<file path="src/rtl/reaction_timer_ctrl_if.sv">
// Key inputs and display-facing status outputs of the reaction timer.
// Keys are plain asynchronous levels and all outputs are registered status; there is no valid/ready handshake on this bundle.
interface reaction_timer_ctrl_if;
    logic       StartKey;
    logic       HitKey;
    logic [9:0] DataOut;
    logic       ErrorFlag;
    logic       GoLed;
    logic       Busy;
    logic [2:0] state_dbg;

    modport master (
        output StartKey, HitKey,
        input  DataOut, ErrorFlag, GoLed, Busy, state_dbg
    );

    modport slave (
        input  StartKey, HitKey,
        output DataOut, ErrorFlag, GoLed, Busy, state_dbg
    );
endinterface

</file>
<file path="src/rtl/reaction_timer_ctrl.sv">
// Reaction-timer control: key conditioning, tick divider, round FSM and registered
// count/foul outputs for the four-digit display.
module reaction_timer_ctrl #(
    parameter int TICK_DIV    = 500000,
    parameter int READY_TICKS = 200,
    parameter int MAX_COUNT   = 999
) (
    input  logic                  clk_50M,
    input  logic                  rst,
    reaction_timer_ctrl_if.slave  bus
);
    localparam int TW = $clog2(TICK_DIV);
    localparam int RW = $clog2(READY_TICKS + 1);

    typedef enum logic [2:0] {
        S_IDLE  = 3'd0,
        S_READY = 3'd1,
        S_RUN   = 3'd2,
        S_DONE  = 3'd3,
        S_FOUL  = 3'd4
    } state_t;

    state_t        state_q, state_d;
    // Bit 0 carries StartKey, bit 1 carries HitKey through every conditioning stage.
    logic [1:0]    key_s1_q, key_s1_d;
    logic [1:0]    key_s2_q, key_s2_d;
    logic [1:0]    key_prev_q, key_prev_d;
    logic [1:0]    key_p_q, key_p_d;
    logic [TW-1:0] tick_cnt_q, tick_cnt_d;
    logic [RW-1:0] ready_cnt_q, ready_cnt_d;
    logic [9:0]    data_q, data_d;
    logic          error_q, error_d;
    logic          go_q, go_d;
    logic          busy_q, busy_d;

    logic start_p, hit_p, tick, timed_q, timed_d, entering, last_ready;

    always_comb begin
        key_s1_d   = {bus.HitKey, bus.StartKey};
        key_s2_d   = key_s1_q;
        key_prev_d = key_s2_q;
        key_p_d    = key_s2_q & ~key_prev_q;
    end

    assign start_p    = key_p_q[0];
    assign hit_p      = key_p_q[1];
    assign timed_q    = (state_q == S_READY) || (state_q == S_RUN);
    assign tick       = timed_q && (tick_cnt_q == TW'(TICK_DIV - 1));
    assign last_ready = tick && (ready_cnt_q == RW'(READY_TICKS - 1));

    // State register
    always_ff @(posedge clk_50M) begin
        if (rst) state_q <= S_IDLE;
        else     state_q <= state_d;
    end

    // Next-state logic; a hit always wins over a coincident tick or start.
    always_comb begin
        state_d = state_q;
        unique case (state_q)
            S_IDLE:  if (start_p) state_d = S_READY;
            S_READY: begin
                if (hit_p)           state_d = S_FOUL;
                else if (last_ready) state_d = S_RUN;
            end
            S_RUN: begin
                if (hit_p)                                       state_d = S_DONE;
                else if (tick && data_q == 10'(MAX_COUNT))       state_d = S_DONE;
            end
            S_DONE:  if (start_p) state_d = S_READY;
            S_FOUL:  if (start_p) state_d = S_READY;
            default: state_d = S_IDLE;
        endcase
    end

    // Output and counter logic, all computed from the upcoming state.
    always_comb begin
        timed_d  = (state_d == S_READY) || (state_d == S_RUN);
        entering = timed_d && (state_d != state_q);

        if (!timed_d || entering || tick) tick_cnt_d = '0;
        else                              tick_cnt_d = tick_cnt_q + TW'(1);

        if (state_d != S_READY || entering) ready_cnt_d = '0;
        else if (tick)                      ready_cnt_d = ready_cnt_q + RW'(1);
        else                                ready_cnt_d = ready_cnt_q;

        data_d = data_q;
        if (state_q == S_RUN && state_d == S_RUN && tick)
            data_d = data_q + 10'd1;
        else if (state_d == S_IDLE || state_d == S_READY || state_d == S_FOUL)
            data_d = '0;

        error_d = (state_d == S_FOUL);
        go_d    = (state_d == S_RUN);
        busy_d  = timed_d;
    end

    always_ff @(posedge clk_50M) begin
        if (rst) begin
            key_s1_q    <= '0;
            key_s2_q    <= '0;
            key_prev_q  <= '0;
            key_p_q     <= '0;
            tick_cnt_q  <= '0;
            ready_cnt_q <= '0;
            data_q      <= '0;
            error_q     <= 1'b0;
            go_q        <= 1'b0;
            busy_q      <= 1'b0;
        end else begin
            key_s1_q    <= key_s1_d;
            key_s2_q    <= key_s2_d;
            key_prev_q  <= key_prev_d;
            key_p_q     <= key_p_d;
            tick_cnt_q  <= tick_cnt_d;
            ready_cnt_q <= ready_cnt_d;
            data_q      <= data_d;
            error_q     <= error_d;
            go_q        <= go_d;
            busy_q      <= busy_d;
        end
    end

    assign bus.DataOut   = data_q;
    assign bus.ErrorFlag = error_q;
    assign bus.GoLed     = go_q;
    assign bus.Busy      = busy_q;
    assign bus.state_dbg = state_q;
endmodule

</file>
<file path="src/flat_wrapper.sv">
// flat-port wrapper written by rule: the top's interface ports become plain ports
module reaction_timer_ctrl_flat 
#(
    parameter int TICK_DIV    = 500000,
    parameter int READY_TICKS = 200,
    parameter int MAX_COUNT   = 999
)
  (clk_50M, rst, bus_StartKey, bus_HitKey, bus_DataOut, bus_ErrorFlag, bus_GoLed, bus_Busy, bus_state_dbg);
  reaction_timer_ctrl_if bus_i ();
  input  logic clk_50M;
  input  logic rst;
  input wire logic [$bits(bus_i.StartKey)-1:0] bus_StartKey;
  input wire logic [$bits(bus_i.HitKey)-1:0] bus_HitKey;
  output wire logic [$bits(bus_i.DataOut)-1:0] bus_DataOut;
  output wire logic [$bits(bus_i.ErrorFlag)-1:0] bus_ErrorFlag;
  output wire logic [$bits(bus_i.GoLed)-1:0] bus_GoLed;
  output wire logic [$bits(bus_i.Busy)-1:0] bus_Busy;
  output wire logic [$bits(bus_i.state_dbg)-1:0] bus_state_dbg;
  assign bus_i.StartKey = bus_StartKey;
  assign bus_i.HitKey = bus_HitKey;
  assign bus_DataOut = bus_i.DataOut;
  assign bus_ErrorFlag = bus_i.ErrorFlag;
  assign bus_GoLed = bus_i.GoLed;
  assign bus_Busy = bus_i.Busy;
  assign bus_state_dbg = bus_i.state_dbg;
  reaction_timer_ctrl #(.TICK_DIV(TICK_DIV), .READY_TICKS(READY_TICKS), .MAX_COUNT(MAX_COUNT)) u_core (.clk_50M(clk_50M), .rst(rst), .bus(bus_i));
endmodule
</file>
<file path="config.mk">
export PLATFORM = sky130hd
export DESIGN_NAME = reaction_timer_ctrl_flat
export DESIGN_NICKNAME = d
export VERILOG_FILES = /design/src/rtl/reaction_timer_ctrl_if.sv /design/src/rtl/reaction_timer_ctrl.sv /design/src/flat_wrapper.sv
export SDC_FILE = /design/constraint.sdc
export NUM_CORES = 1
export LEC_CHECK = 0
export BUFFER_PORTS_ARGS = -buffer_cell sky130_fd_sc_hd__buf_2
export CAP_MARGIN = 25
export CORE_AREA = 5 5 76 78
export DETAILED_ROUTE_END_ITERATION = 10
export DIE_AREA = 0 0 81 83
export PLACE_DENSITY = 0.73
export SLEW_MARGIN = 10
export SYNTH_ARGS = -nofsm -noshare
export SYNTH_HDL_FRONTEND = slang
export SYNTH_SLANG_ARGS = --single-unit
export TNS_END_PERCENT = 50
</file>
<file path="constraint.sdc">
create_clock -name clk_50M -period 1.9 [get_ports clk_50M]
set_input_delay 0.095 -clock clk_50M [delete_from_list [all_inputs] [get_ports clk_50M]]
set_output_delay 0.095 -clock clk_50M [all_outputs]
set_load 0.02 [all_outputs]
</file>
==> After elaboration in Yosys (flattened, before gate mapping) <==
Index checks and enable logic that the tools add are counted.
Widths: inputs -> output; s select.
{ "word_totals": {"wordCells": 56, "ff_bits": 51, "input_bits": 4} }
{ "classes": {"bitwise": 2, "addsub": 3, "reduce_logical": 20, "mux": 8, "eq_ne": 12} }
{ "op_table": {"columns": ["cell", "n"], "rows": [
  ["$mux 10", 2],
  ["$add 19x1->19 const B", 1],
  ["$eq 19x19->1 const B", 1],
  ["$mux 3", 5],
  ["$add 10x1->10 const B", 1],
  ["$eq 10x10->1 const B", 1],
  ["$eq 3x2->1 const B", 3],
  ["$pmux 3 s3", 1],
  ["$add 8x1->8 const B", 1],
  ["$eq 8x8->1 const B", 1],
  ["$logic_or 1x1->1", 7],
  ["$eq 3x1->1 const B", 2],
  ["$eq 3x3->1 const B", 2],
  ["$logic_and 1x1->1", 6],
  ["$logic_not 3->1", 2],
  ["$reduce_or 2->1", 2],
  ["$ne 3x1->1 const B", 1],
  ["$ne 3x3->1", 1],
  ["$reduce_or 3->1", 1],
  ["$and 2x2->2", 1],
  ["$not 2->2", 1],
  ["$reduce_bool 2->1", 1],
  ["$logic_not 1->1", 1]
]} }

==> Logic depth before layout (Yosys ltp) <==
Gate-level depths: netlist of run 1.
{ "logic_depth": {"word_depth": 13, "mapped_depth": 8} }

==> Worst setup path before layout of run 1 <==
OpenSTA, ideal clock, no wires.
{ "synth_path": {"path_kind": "register -> register", "start": "register u_core.tick_cnt_q[0]", "end": "register u_core.data_q[1], in the netlist u_core.bus.DataOut[1]", "path_slack_ns": 0.063, "setup_ns": 0.063, "arrival_time_ns": 1.774, "path_buffers": 2, "path_stages_with_launch": 9, "path_cell_list": "dfxtp_1 > ha_1 > and4_1 > buf_2 > and2_4 > a31oi_1 > or3_4 > buf_8 > nor2_4"} }
{ "synth_between": {"elab_chain_cells": 10, "elab_cells_between_ends": 19, "classes_between": "4 x eq/ne; 6 x mux; 9 x reduce/logical"} }
{ "synth_lines": {"columns": ["element", "line_no", "rtl"], "rows": [
  ["start, declared", "reaction_timer_ctrl.sv:29", "logic [TW-1:0] tick_cnt_q, tick_cnt_d;"],
  ["start signal, assigned", "reaction_timer_ctrl.sv:116", "tick_cnt_q <= tick_cnt_d;"],
  ["$eq 19x19->1 (*)", "reaction_timer_ctrl.sv:48", "assign tick = timed_q && (tick_cnt_q == TW'(TICK_DIV - 1));"],
  ["$logic_and 1x1->1 (*)", "reaction_timer_ctrl.sv:48", null],
  ["$logic_and 1x1->1, on equally long branches", "reaction_timer_ctrl.sv:68, reaction_timer_ctrl.sv:49", null],
  ["$mux 3, on equally long branches", "reaction_timer_ctrl.sv:68, reaction_timer_ctrl.sv:64", null],
  ["$mux 3, on equally long branches", "reaction_timer_ctrl.sv:67, reaction_timer_ctrl.sv:63", null],
  ["$pmux 3 s3", "reaction_timer_ctrl.sv:60", "unique case (state_q)"],
  ["$eq 3x2->1 (tied with other cells)", "reaction_timer_ctrl.sv:89", "if (state_q == S_RUN && state_d == S_RUN && tick)"],
  ["$logic_and 1x1->1 or $logic_or 1x1->1 (tied branches) (2 in a row)", "reaction_timer_ctrl.sv:89, reaction_timer_ctrl.sv:91", null],
  ["$mux 10 or $reduce_bool 2->1 (tied branches)", null, null],
  ["end signal, assigned", "reaction_timer_ctrl.sv:118", "data_q <= data_d;"],
  ["end, declared", "reaction_timer_ctrl.sv:31", "logic [9:0] data_q, data_d;"]
]} }
Mark *: on every way between the ends. The rest lies on a longest branch, timed or not.
A chain may end at the register's enable or synchronous reset.

==> Worst setup path after layout of run 1 <==
{ "layout_path": {"start": "register u_core.tick_cnt_q[14]", "end": "register u_core.data_q[0], in the netlist u_core.bus.DataOut[0]"} }
The elaborated chain is that of the path after synthesis.

==> summary.md, run 1 <==
| Metric | Value |
|---|---|
| Outcome | `finished, final reports clean` |
| DR iter-0 viols | `107` |
| Most common cell in the netlist | `dfxtp_1` |
| Hold Path Class | `in -> reg` |
| Clock sink count | `51` |
| Maxcap violations | `0` |
| P per Cell Area | `615 nW/um^2` |
| Vias | `1882` |
| Post-synth top cells | `dfxtp_1, nor2_1, xnor2_1, nand2_1` |
| Ports | `20` |
| Initial antenna violation count | `0` |
| Final Power | `1.77 mW` |
| TritonCTS Buffers | `5` |
| Post-Route Setup TNS | `0 ns` |
| Asr flop ratio synth | `0` |
| First-pass GRT wire length | `7.80 mm` |
| Ant. Diodes | `0` |
| Slew @ Worst Pin | `0.410 ns` |
| Final hold violations | `0` |
| Register area | `1020 um^2` |
| Post-route antenna net violation count | `0` |
| WL/cell | `12.3 um` |
| Critical path capture point type | `register` |
| Initial Util | `0.478` |
| DRT Pass-1 Iters | `4` |
| Die Y | `83 um` |
| Relative max-transition margin | `0.723` |
| Share of post-route cells with drive strength above 1 | `0.268` |
| Residual DRC | `0` |
| Yosys top cell by area | `dfxtp_1` |
| Maximum vdd drop | `587 uV` |
| Post-Layout Cell Count | `368` |
| Worst Reg-to-Reg Cells | `6` |
| Synthesized area | `2400 um^2` |
| Htree depth | `2` |
| Via/cell ratio | `5.11` |
| Placer congestion estimate | `0.818` |
| Clk Latency, worst-skew pair | `0.32 ns` |
| Critical Path Start Type | `register` |
| Synthesis-to-layout area growth | `20.4%` |
| Period utilisation layout | `0.957` |
| Max Root-Sink Buffers | `2` |
| Fillers | `469` |
| Die ar. | `6720 um^2` |
| Avg Cell Area, Syn | `9.43 um^2` |
| Hpwl dp | `3.24 mm` |
| Hold path depth | `2` |
| Yosys Warn Count | `0` |
| CTS tree | `yes` |
| P_leak | `0.995 nW` |
| EDFF count, synth | `0` |
| Clk_skew | `0.00785 ns` |
| CP Class | `reg -> reg` |
| Net Count, Synth | `261` |
| Synth top area cells | `dfxtp_1, xnor2_1, nor2_1, xor2_1, nor2_4` |
| Post-CTS setup buffers | `0` |
| Seq cells post-synth | `51` |
| Critical path data required time | `2.17 ns` |
| Period minus WS final | `1.82 ns` |
| Post-synthesis cell count | `254` |
| Dpl cells | `358` |
| Worst-path maximum fanout | `7` |
| CTS root buf | `clkbuf_8` |
| Seq/Total Area, Yosys | `0.426` |
| All-Layer GR Usage | `0.145` |
| Peak Freq | `550 MHz` |
| DIE WIDTH | `81 um` |
| Pins Over Slew Limit | `0` |
| Vias in the first global route | `1807` |
| Final WL | `4.51 mm` |
| NumNets Final | `304` |
| Gr ovfl total | `0` |
| # setup viols final | `0` |
| Crit path DAT | `2.08 ns` |
| Main synth FF type | `dfxtp_1` |
| Port buffer count | `19` |
| Row Count | `26` |
| Largest net degree at the start of global routing | `20` |
| CORE AREA | `5010 um^2` |
| Reg clk slew, reported paths | `0.10 ns` |
| Yosys cell types | `43` |
| Post-layout util | `0.576` |
| Multi-input logic area | `1370 um^2` |
| Top-area cell type share of the netlist area | `0.426` |
[through the flow]
step                setup WS (ns)  instance area (um^2)  hold slack, ns
floorplan                  0.0629                  2400           0.223
global placement           0.0778                  2710           0.316
detailed placement         0.0409                  2710           0.316
CTS                        0.0314                  2820          0.0988
global route              -0.0196                  2890           0.105
finish                     0.0812                  2890          0.0971
[layout make-up]
cell class	count	area share
clock inverters	3	0.00781
repair buffers	43	0.101
flip-flops and latches	51	0.355
clock buffers	5	0.0239
inverters	5	0.00650
well taps	70	0.0304
multi-input cells	191	0.475
[logic make-up after synthesis]
logic type / Yosys count / share of synthesized area
flops: 51 / 0.426
fa+ha+maj: 3 / 0.0157
simple gates: 140 / 0.364
mux: 1 / 0.00418
xor+xnor: 34 / 0.124
compound gates: 13 / 0.0366
buf+inv: 12 / 0.0287
[critical path, cell delays in order (launching register included)]
cell     delay, ns
dfxtp_1       0.36
nor4_4        0.36
and3_4        0.25
a31oi_1       0.11
or3_4         0.39
buf_4         0.20
nor2_1        0.10
[repair_timing]
item / in CTS / in global routing
gates resized for setup: 0 / 14
endpoints found under the hold margin: 2 / 0
hold buffers: 2 / 0
setup endpoints to repair: 0 / 36
[layout by cell type, fill, tap and decap left out, drive strengths merged, types with 2 or more instances in the layout]
cell         synthesis  final
a211oi               2      2
a21oi                3      3
and2                 2      2
and3                 5      5
and4                 4      4
buf                  6     41
clkbuf               1      5
clkinv               0      2
dfxtp               51     51
dlygate4sd3          0      2
ha                   3      3
inv                  5      6
nand2               15     15
nand2b               2      2
nand3               16     16
nand3b               2      2
nand4                8      8
nor2                44     44
nor2b               12     12
nor3                12     12
nor4                 8      8
nor4b                4      4
o21ai                3      3
o22a                 2      2
xnor2               20     20
xor2                14     14
[sequential cells by signal (all words and copies together) (netlist names)]
register and cells:
u_core.tick_cnt_q 19, u_core.key_p_q 2, u_core.bus.ErrorFlag 1, u_core.bus.GoLed 1, u_core.key_s1_q 2, u_core.bus.Busy 1, u_core.bus.DataOut 10, u_core.key_prev_d 2
u_core.bus.state_dbg 3, u_core.ready_cnt_q 8, u_core.key_prev_q 2
[worst paths after layout]
check	from	end	slack (ns)
setup / recovery	u_core.tick_cnt_q[14]	u_core.bus.DataOut[0]	0.08
hold / removal	rst	u_core.bus.state_dbg[2]	0.1
hold reg to reg	u_core.key_prev_q[1]	u_core.key_p_q[1]	0.39
setup reg to reg	u_core.tick_cnt_q[14]	u_core.bus.DataOut[0]	0.08
[power breakdown]
group	total, mW	switching [mW]	internal [mW]
registers	1.08	0.00428	1.08
logic	0.0449	0.0231	0.0218
clock network	0.648	0.384	0.264
[routing by layer]
metal,global-route usage,up-vias,wire [um]
met5,0,-,0
met4,0.0737,0,98
met3,0.0292,8,121
met2,0.235,21,2240
met1,0.177,887,2050
li1,-,966,-
(Power assumes the default switching activity.)
==> inputs of run 2 (changes only) <==
--- a/config.mk
+++ b/config.mk
@@ -7,10 +7,10 @@
 export LEC_CHECK = 0
 export BUFFER_PORTS_ARGS = -buffer_cell sky130_fd_sc_hd__buf_2
 export CAP_MARGIN = 25
-export CORE_AREA = 5 5 76 78
+export CORE_AREA = 5 5 70 72
 export DETAILED_ROUTE_END_ITERATION = 10
-export DIE_AREA = 0 0 81 83
-export PLACE_DENSITY = 0.73
+export DIE_AREA = 0 0 75 77
+export PLACE_DENSITY = 0.81
 export SLEW_MARGIN = 10
 export SYNTH_ARGS = -nofsm -noshare
 export SYNTH_HDL_FRONTEND = slang
==> constraint.sdc (replaced) <==
create_clock -name clk_50M -period 2.3 [get_ports clk_50M]
set_input_delay 0.115 -clock clk_50M [delete_from_list [all_inputs] [get_ports clk_50M]]
set_output_delay 0.115 -clock clk_50M [all_outputs]
set_load 0.02 [all_outputs]
==> run 2 against run 1 <==
Net effect:
- global-route usage is 1.6 points higher
- core utilization is 4.3 points higher
- die area is 14% lower
- sequential cell count stayed put
- fmax is 16% lower
- critical path type unchanged
- total power is 15% lower
- highest routed layer unchanged
- routed wire length is 4.4% lower
==> summary.md, run 2 (synthesized netlist as in run 1, its figures left out) <==
| Metric | Value |
|---|---|
| Outcome | `finished, final reports clean` |
| Maxcap violations | `0 (unchanged)` |
| All-Layer GR Usage | `0.161 (+0.0161)` |
| Reg clk slew, reported paths | `0.09 ns (about the same)` |
| Comb power frac | `0.018 (-0.007)` |
| Clock share of power | `0.392 (+0.027)` |
| Post-CTS Resized | `0 (unchanged)` |
| Number of flip-flops in the largest register | `19 (unchanged)` |
| Critical path's largest stage delay | `0.52 ns (+0.13 ns)` |
| Flop pwr share | `0.590 (-0.019)` |
| First-pass GRT wire length | `7.46 mm (-4.3%)` |
| Worst slack at placement | `0.172 ns (+0.131 ns)` |
| Row Count | `24 (-7.7%)` |
| R2r endpoint | `u_core.bus.GoLed` |
| Initial antenna violation count | `0 (unchanged)` |
| Die ar. | `5780 um^2 (-14%)` |
| WL/cell | `13.2 um (+7.9%)` |
| Multi-input logic area | `1310 um^2 (-4.7%)` |
| CTS Hold Bufs | `0 (-2)` |
| Port buffer count | `19 (unchanged)` |
| Residual DRC | `0 (unchanged)` |
| Clock sink count | `51 (unchanged)` |
| Clk Latency, worst-skew pair | `0.30 ns (-0.02 ns)` |
| DIE WIDTH | `75 um (-7.4%)` |
| Worst Reg-to-Reg Cells | `6 (unchanged)` |
| Htree depth | `2 (unchanged)` |
| Ant. Diodes | `0 (unchanged)` |
| P_leak | `0.848 nW (-15%)` |
| Placer congestion estimate | `0.774 (-5.4%)` |
| CP delay by family, top | `simple AND/OR/NAND/NOR gates` |
| Ports | `20 (unchanged)` |
| Clk_skew | `0.0107 ns (+0.00284 ns)` |
| R2r setup slk | `0.14 ns (+0.06 ns)` |
| Total internal power | `1.22 mW (-11%)` |
| Top reg by flops | `u_core.tick_cnt_q` |
| P per Cell Area | `578 nW/um^2 (-6.0%)` |
| Vias in the first global route | `1718 (-4.9%)` |
| Post-CTS setup buffers | `0 (unchanged)` |
| Share of post-route cells with drive strength above 1 | `0.182 (-0.0860)` |
| Switching part of the total | `0.196 (-0.0362)` |
| TritonCTS Buffers | `5 (unchanged)` |
| Post-route antenna net violation count | `0 (unchanged)` |
| Maximum vdd drop | `318 uV (-46%)` |
| Vias | `1809 (-3.9%)` |
| NumNets Final | `281 (-7.6%)` |
| Max Root-Sink Buffers | `2 (unchanged)` |
| Via/cell ratio | `5.55 (+8.5%)` |
| Worst-path maximum fanout | `12 (+5)` |
| Fillers | `384 (-18%)` |
| CTS tree | `yes` |
| DR iter-0 viols | `93 (-13%)` |
| Most frequent cells in the layout | `dfxtp_1, nor2_1, xnor2_1` |
| Gr ovfl total | `0 (unchanged)` |
| CTS root buf | `clkbuf_8` |
| Synthesis-to-layout area growth | `9.35%` |
| Critical path capture point type | `register` |
| Slew @ Worst Pin | `0.728 ns (+0.318 ns)` |
| Peak Freq | `462 MHz (-16%)` |
| NetSw | `0.296 mW (-28%)` |
| Hpwl dp | `3.15 mm (-2.7%)` |
| Final hold violations | `0 (unchanged)` |
| Hold Path Class | `in -> reg` |
| # setup viols final | `0 (unchanged)` |
| Post-Route Setup TNS | `0 ns (unchanged)` |
| Critical Path, Cell by Cell | `ha_1 -> and4_1 -> and2_4 -> a31oi_1 -> or3_4 -> nor3_1` |
| Critical path data required time | `2.51 ns (+0.34 ns)` |
| Crit path DAT | `2.38 ns (+0.30 ns)` |
| Largest net degree at the start of global routing | `20 (unchanged)` |
| R2R Path Start | `u_core.tick_cnt_q[0]` |
| DRT Pass-1 Iters | `4 (unchanged)` |
| CP Class | `reg -> reg` |
| CORE AREA | `4230 um^2 (-15%)` |
| Register area | `1020 um^2 (-0.24%)` |
| Initial Util | `0.566 (+0.0876)` |
| Crit path buf inv count | `0 (-1)` |
| Period utilisation layout | `0.940 (-0.0168)` |
| Crit-path slowest cell | `or3_4` |
| Final WL | `4.31 mm (-4.4%)` |
| Die Y | `77 um (-7.2%)` |
| Relative max-transition margin | `0.514 (-0.209)` |
| Period minus WS final | `2.16 ns (+0.344 ns)` |
| Pins Over Slew Limit | `0 (unchanged)` |
| Critical Path Start Type | `register` |
| Critical path capture point | `u_core.bus.GoLed` |
| Critical Path Source | `u_core.tick_cnt_q[0]` |
| Leading cell type in the layout, fill and taps excluded | `dfxtp_1` |
| Worst setup slack after layout | `0.137 ns (+0.0558 ns)` |
| WP depth | `6 (unchanged)` |
| RSZ-0062 raised after global routing | `false` |
-- run 2: through the flow --
stage               utilization  power, mW  hold slack, ns  instance area [um^2]  std cells
floorplan                     -      0.934           0.243                  2400        254
global placement          0.594      0.941           0.326                  2510        319
detailed placement        0.594      0.942           0.333                  2510        319
CTS                       0.619       1.53          0.0159                  2620        326
global route              0.619       1.59        0.000202                  2620        326
finish                    0.619       1.51          0.0175                  2620        326
-- run 2: power by group through the flow --
stage / combinational [mW] / clock, mW / sequential [mW]
2_1_floorplan: 0.0199 / 0 / 0.914
3_3_place_gp: 0.0271 / 0 / 0.914
3_5_place_dp: 0.0279 / 0 / 0.914
4_1_cts: 0.0280 / 0.612 / 0.894
5_1_grt: 0.0309 / 0.660 / 0.895
6_report: 0.0276 / 0.593 / 0.894
-- run 2: area by class of cell --
class / instances / share of cell area
Clock buffer: 5 / 0.0263
Tap cell: 52 / 0.0248
Inverter: 5 / 0.00716
Sequential cell: 51 / 0.390
Clock inverter: 2 / 0.0143
Timing Repair Buffer: 20 / 0.0392
Multi-Input combinational cell: 191 / 0.499
-- run 2: worst min-delay path by stage --
| stage | from | to | depth (start not counted) |
|---|---|---|---|
| 2_1_floorplan | bus_StartKey | u_core.key_s1_q[0] | 1 |
| 3_3_place_gp | bus_StartKey | u_core.key_s1_q[0] | 2 |
| 3_5_place_dp | bus_HitKey | u_core.key_s1_q[1] | 2 |
| 4_1_cts | bus_HitKey | u_core.key_s1_q[1] | 2 |
| 5_1_grt | bus_HitKey | u_core.key_s1_q[1] | 2 |
| 6_report | bus_StartKey | u_core.key_s1_q[0] | 2 |
-- run 2: routing by layer --
layer,track usage,vias up,part of all wire
met1,0.195,839,0.45
met3,0.0471,8,0.050
li1,-,916,-
met5,0,-,0
met2,0.267,46,0.48
met4,0.0534,0,0.017
==> inputs of run 3 (changes only) <==
--- a/config.mk
+++ b/config.mk
@@ -7,9 +7,9 @@
 export LEC_CHECK = 0
 export BUFFER_PORTS_ARGS = -buffer_cell sky130_fd_sc_hd__buf_2
 export CAP_MARGIN = 25
-export CORE_AREA = 5 5 70 72
+export CORE_AREA = 5 5 67 75
 export DETAILED_ROUTE_END_ITERATION = 10
-export DIE_AREA = 0 0 75 77
+export DIE_AREA = 0 0 72 80
 export PLACE_DENSITY = 0.81
 export SLEW_MARGIN = 10
 export SYNTH_ARGS = -nofsm -noshare
==> constraint.sdc (replaced) <==
create_clock -name clk_50M -period 2.3 [get_ports clk_50M]
set_input_delay 0.46 -clock clk_50M [delete_from_list [all_inputs] [get_ports clk_50M]]
set_output_delay 0.46 -clock clk_50M [all_outputs]
set_load 0.02 [all_outputs]
==> run 3 against run 2 <==
Net effect:
- routed wire length fell by 1.1%
- largest power group unchanged
- global-route usage rose by 0.67 points
- total power rose by 2.8%
- sequential cell count did not move
- clock power rose by 6.7%
- clock skew barely moved
- critical endpoint unchanged
- register-to-register slack improved by 0.12 ns
- critical path depth did not move
- worst setup slack improved by 0.12 ns
- fmax rose by 6.0%
==> summary.md, run 3 (synthesized netlist as in run 1, its figures left out) <==
| Metric | Value |
|---|---|
| NumNets Final | `282 (+0.36%)` |
| Post-Layout Cell Count | `330 (+1.2%)` |
| Leading cell type in the layout, fill and taps excluded | `dfxtp_1` |
| Slew @ Worst Pin | `0.708 ns (-0.0205 ns)` |
| Clock share of power | `0.407 (+0.015)` |
| Period utilisation layout | `0.887 (-0.0530)` |
| Maxcap violations | `0 (unchanged)` |
| Residual DRC | `0 (unchanged)` |
| Relative max-transition margin | `0.528 (+0.0137)` |
| Post-layout util | `0.630 (+0.0108)` |
| Vias | `1811 (+0.11%)` |
| Peak Freq | `490 MHz (+6.0%)` |
| Pins Over Slew Limit | `0 (unchanged)` |
| Switching part of the total | `0.210 (+0.0145)` |
| Gr ovfl total | `0 (unchanged)` |
| Share of post-route cells with drive strength above 1 | `0.188 (+0.00592)` |
| First-pass GRT wire length | `7.65 mm (+2.6%)` |
| Critical path data required time | `2.54 ns (+0.03 ns)` |
| Post-CTS setup buffers | `0 (unchanged)` |
| Critical Path Start Type | `register` |
| Worst-path maximum fanout | `12 (unchanged)` |
| CORE AREA | `4190 um^2 (-1.0%)` |
| Htree depth | `2 (unchanged)` |
| DRT Pass-1 Iters | `4 (unchanged)` |
| Final hold violations | `0 (unchanged)` |
| Total internal power | `1.23 mW (+0.90%)` |
| Ant. Diodes | `0 (unchanged)` |
| Clock sink count | `51 (unchanged)` |
| Final instance area | `2640 um^2 (+0.72%)` |
| Number of flip-flops in the largest register | `19 (unchanged)` |
| Dpl cells | `322 (+0.94%)` |
| Period minus WS final | `2.04 ns (-0.122 ns)` |
| Outcome | `finished, final reports clean` |
| Crit-path slowest cell | `or3_4` |
| Vias in the first global route | `1770 (+3.0%)` |
| Crit path DAT | `2.28 ns (-0.10 ns)` |
| Port buffer count | `19 (unchanged)` |
| Die ar. | `5760 um^2 (-0.26%)` |
| Row Count | `25 (+4.2%)` |
| Final WL | `4.27 mm (-1.1%)` |
| WL/cell | `12.9 um (-2.3%)` |
| Worst setup slack after layout | `0.259 ns (+0.122 ns)` |
| Die Y | `80 um (+3.9%)` |
| CTS tree | `yes` |
| Hold Path Class | `in -> reg` |
| Clk Latency, worst-skew pair | `0.31 ns (about the same)` |
| Ports | `20 (unchanged)` |
| DIE WIDTH | `72 um (-4.0%)` |
| Crit path buf inv count | `0 (unchanged)` |
| Largest net degree at the start of global routing | `20 (unchanged)` |
| Worst slack at placement | `0.262 ns (+0.0898 ns)` |
| Initial antenna violation count | `0 (unchanged)` |
| Placer congestion estimate | `0.896 (+16%)` |
| Max Root-Sink Buffers | `2 (unchanged)` |
| P_leak | `0.858 nW (+1.2%)` |
| NetSw | `0.327 mW (+10%)` |
| CP Class | `reg -> reg` |
| CP delay by family, top | `simple AND/OR/NAND/NOR gates` |
| Post-CTS Resized | `0 (unchanged)` |
| DR iter-0 viols | `92 (-1.1%)` |
| Most frequent cells in the layout | `dfxtp_1, nor2_1, xnor2_1` |
| Post-route antenna net violation count | `0 (unchanged)` |
| Top reg by flops | `u_core.tick_cnt_q` |
| All-Layer GR Usage | `0.167 (+0.00673)` |
| CTS root buf | `clkbuf_8` |
| Initial Util | `0.572 (+0.00574)` |
| Reg clk slew, reported paths | `0.10 ns (about the same)` |
| Comb power frac | `0.019 (about the same)` |
| RSZ-0062 raised after global routing | `false` |
| Hpwl dp | `3.14 mm (-0.49%)` |
| Clk_skew | `0.0105 ns (-0.000187 ns)` |
| Maximum vdd drop | `252 uV (-21%)` |
| Via/cell ratio | `5.49 (-1.1%)` |
| Critical Path, Cell by Cell | `ha_1 -> and4_1 -> and2_4 -> a31oi_1 -> or3_4 -> nor3_1` |
| Critical path's largest stage delay | `0.52 ns (about the same)` |
| Dpl cell area | `2520 um^2 (+0.40%)` |
| TritonCTS Buffers | `5 (unchanged)` |
| Post-Route Setup TNS | `0 ns (unchanged)` |
| P per Cell Area | `590 nW/um^2 (+2.0%)` |
| Flop pwr share | `0.574 (-0.016)` |
| # setup viols final | `0 (unchanged)` |
| Critical path capture point type | `register` |
| CTS Hold Bufs | `0 (unchanged)` |
| Synthesis-to-layout area growth | `10.1%` |
==> run 3: changes by cell type in the layout (fill, tap and decap cells not counted), sizes merged <==
cell and delta:
inv +1, buf +1
==> run 3: worst reg2reg max path, delay by kind of cell (launching register included) <==
kind | cells | cell delay [ns]
adder cells (fa/ha/maj) | 1 | 0.23
AO/OA/AOI/OAI | 1 | 0.09
AND/OR/NAND/NOR | 4 | 1.27
flip-flops | 1 | 0.38
==> run 3: through the flow <==
stage,hold WS (ns),total power [mW]
2_1_floorplan,0.367,0.934
3_3_place_gp,0.373,0.942
3_5_place_dp,0.374,0.944
4_1_cts,0.355,1.57
5_1_grt,0.364,1.61
6_report,0.360,1.56
==> run 3: final timing paths <==
kind	startpoint	slack (ns)	depth (start not counted)	end
worst min register to register	u_core.key_prev_q[0]	0.39	1	u_core.key_p_q[0]
worst max-delay path	u_core.tick_cnt_q[0]	0.26	6	u_core.bus.GoLed
worst max register to register	u_core.tick_cnt_q[0]	0.26	6	u_core.bus.GoLed
worst min-delay path	bus_HitKey	0.36	2	u_core.key_s1_q[1]
==> run 3: power groups by stage <==
stage,registers [mW],clock network [mW],logic (mW)
floorplan,0.914,0,0.0199
global placement,0.913,0,0.0292
detailed placement,0.914,0,0.0302
CTS,0.893,0.650,0.0303
global route,0.894,0.684,0.0338
finish,0.893,0.633,0.0302
==> run 3: metal layers <==
metal / part of all wire / routed length, um / track usage / vias to the layer above
met5: 0 / 0 / 0 / -
met4: 0.033 / 142 / 0.0977 / 0
met3: 0.047 / 200 / 0.0416 / 15
met2: 0.48 / 2050 / 0.281 / 39
met1: 0.44 / 1880 / 0.191 / 837
li1: - / - / - / 920
==> run 3: area by class of cell <==
| type | instances | area [um^2] |
|---|---|---|
| clock inverter | 3 | 46.3 |
| sequential | 51 | 1020 |
| timing repair buffer | 21 | 110 |
| clock buffer | 5 | 68.8 |
| multi-input combinational | 191 | 1310 |
| fill | 350 | 1550 |
| tap | 54 | 67.6 |
| inverter | 5 | 18.8 |
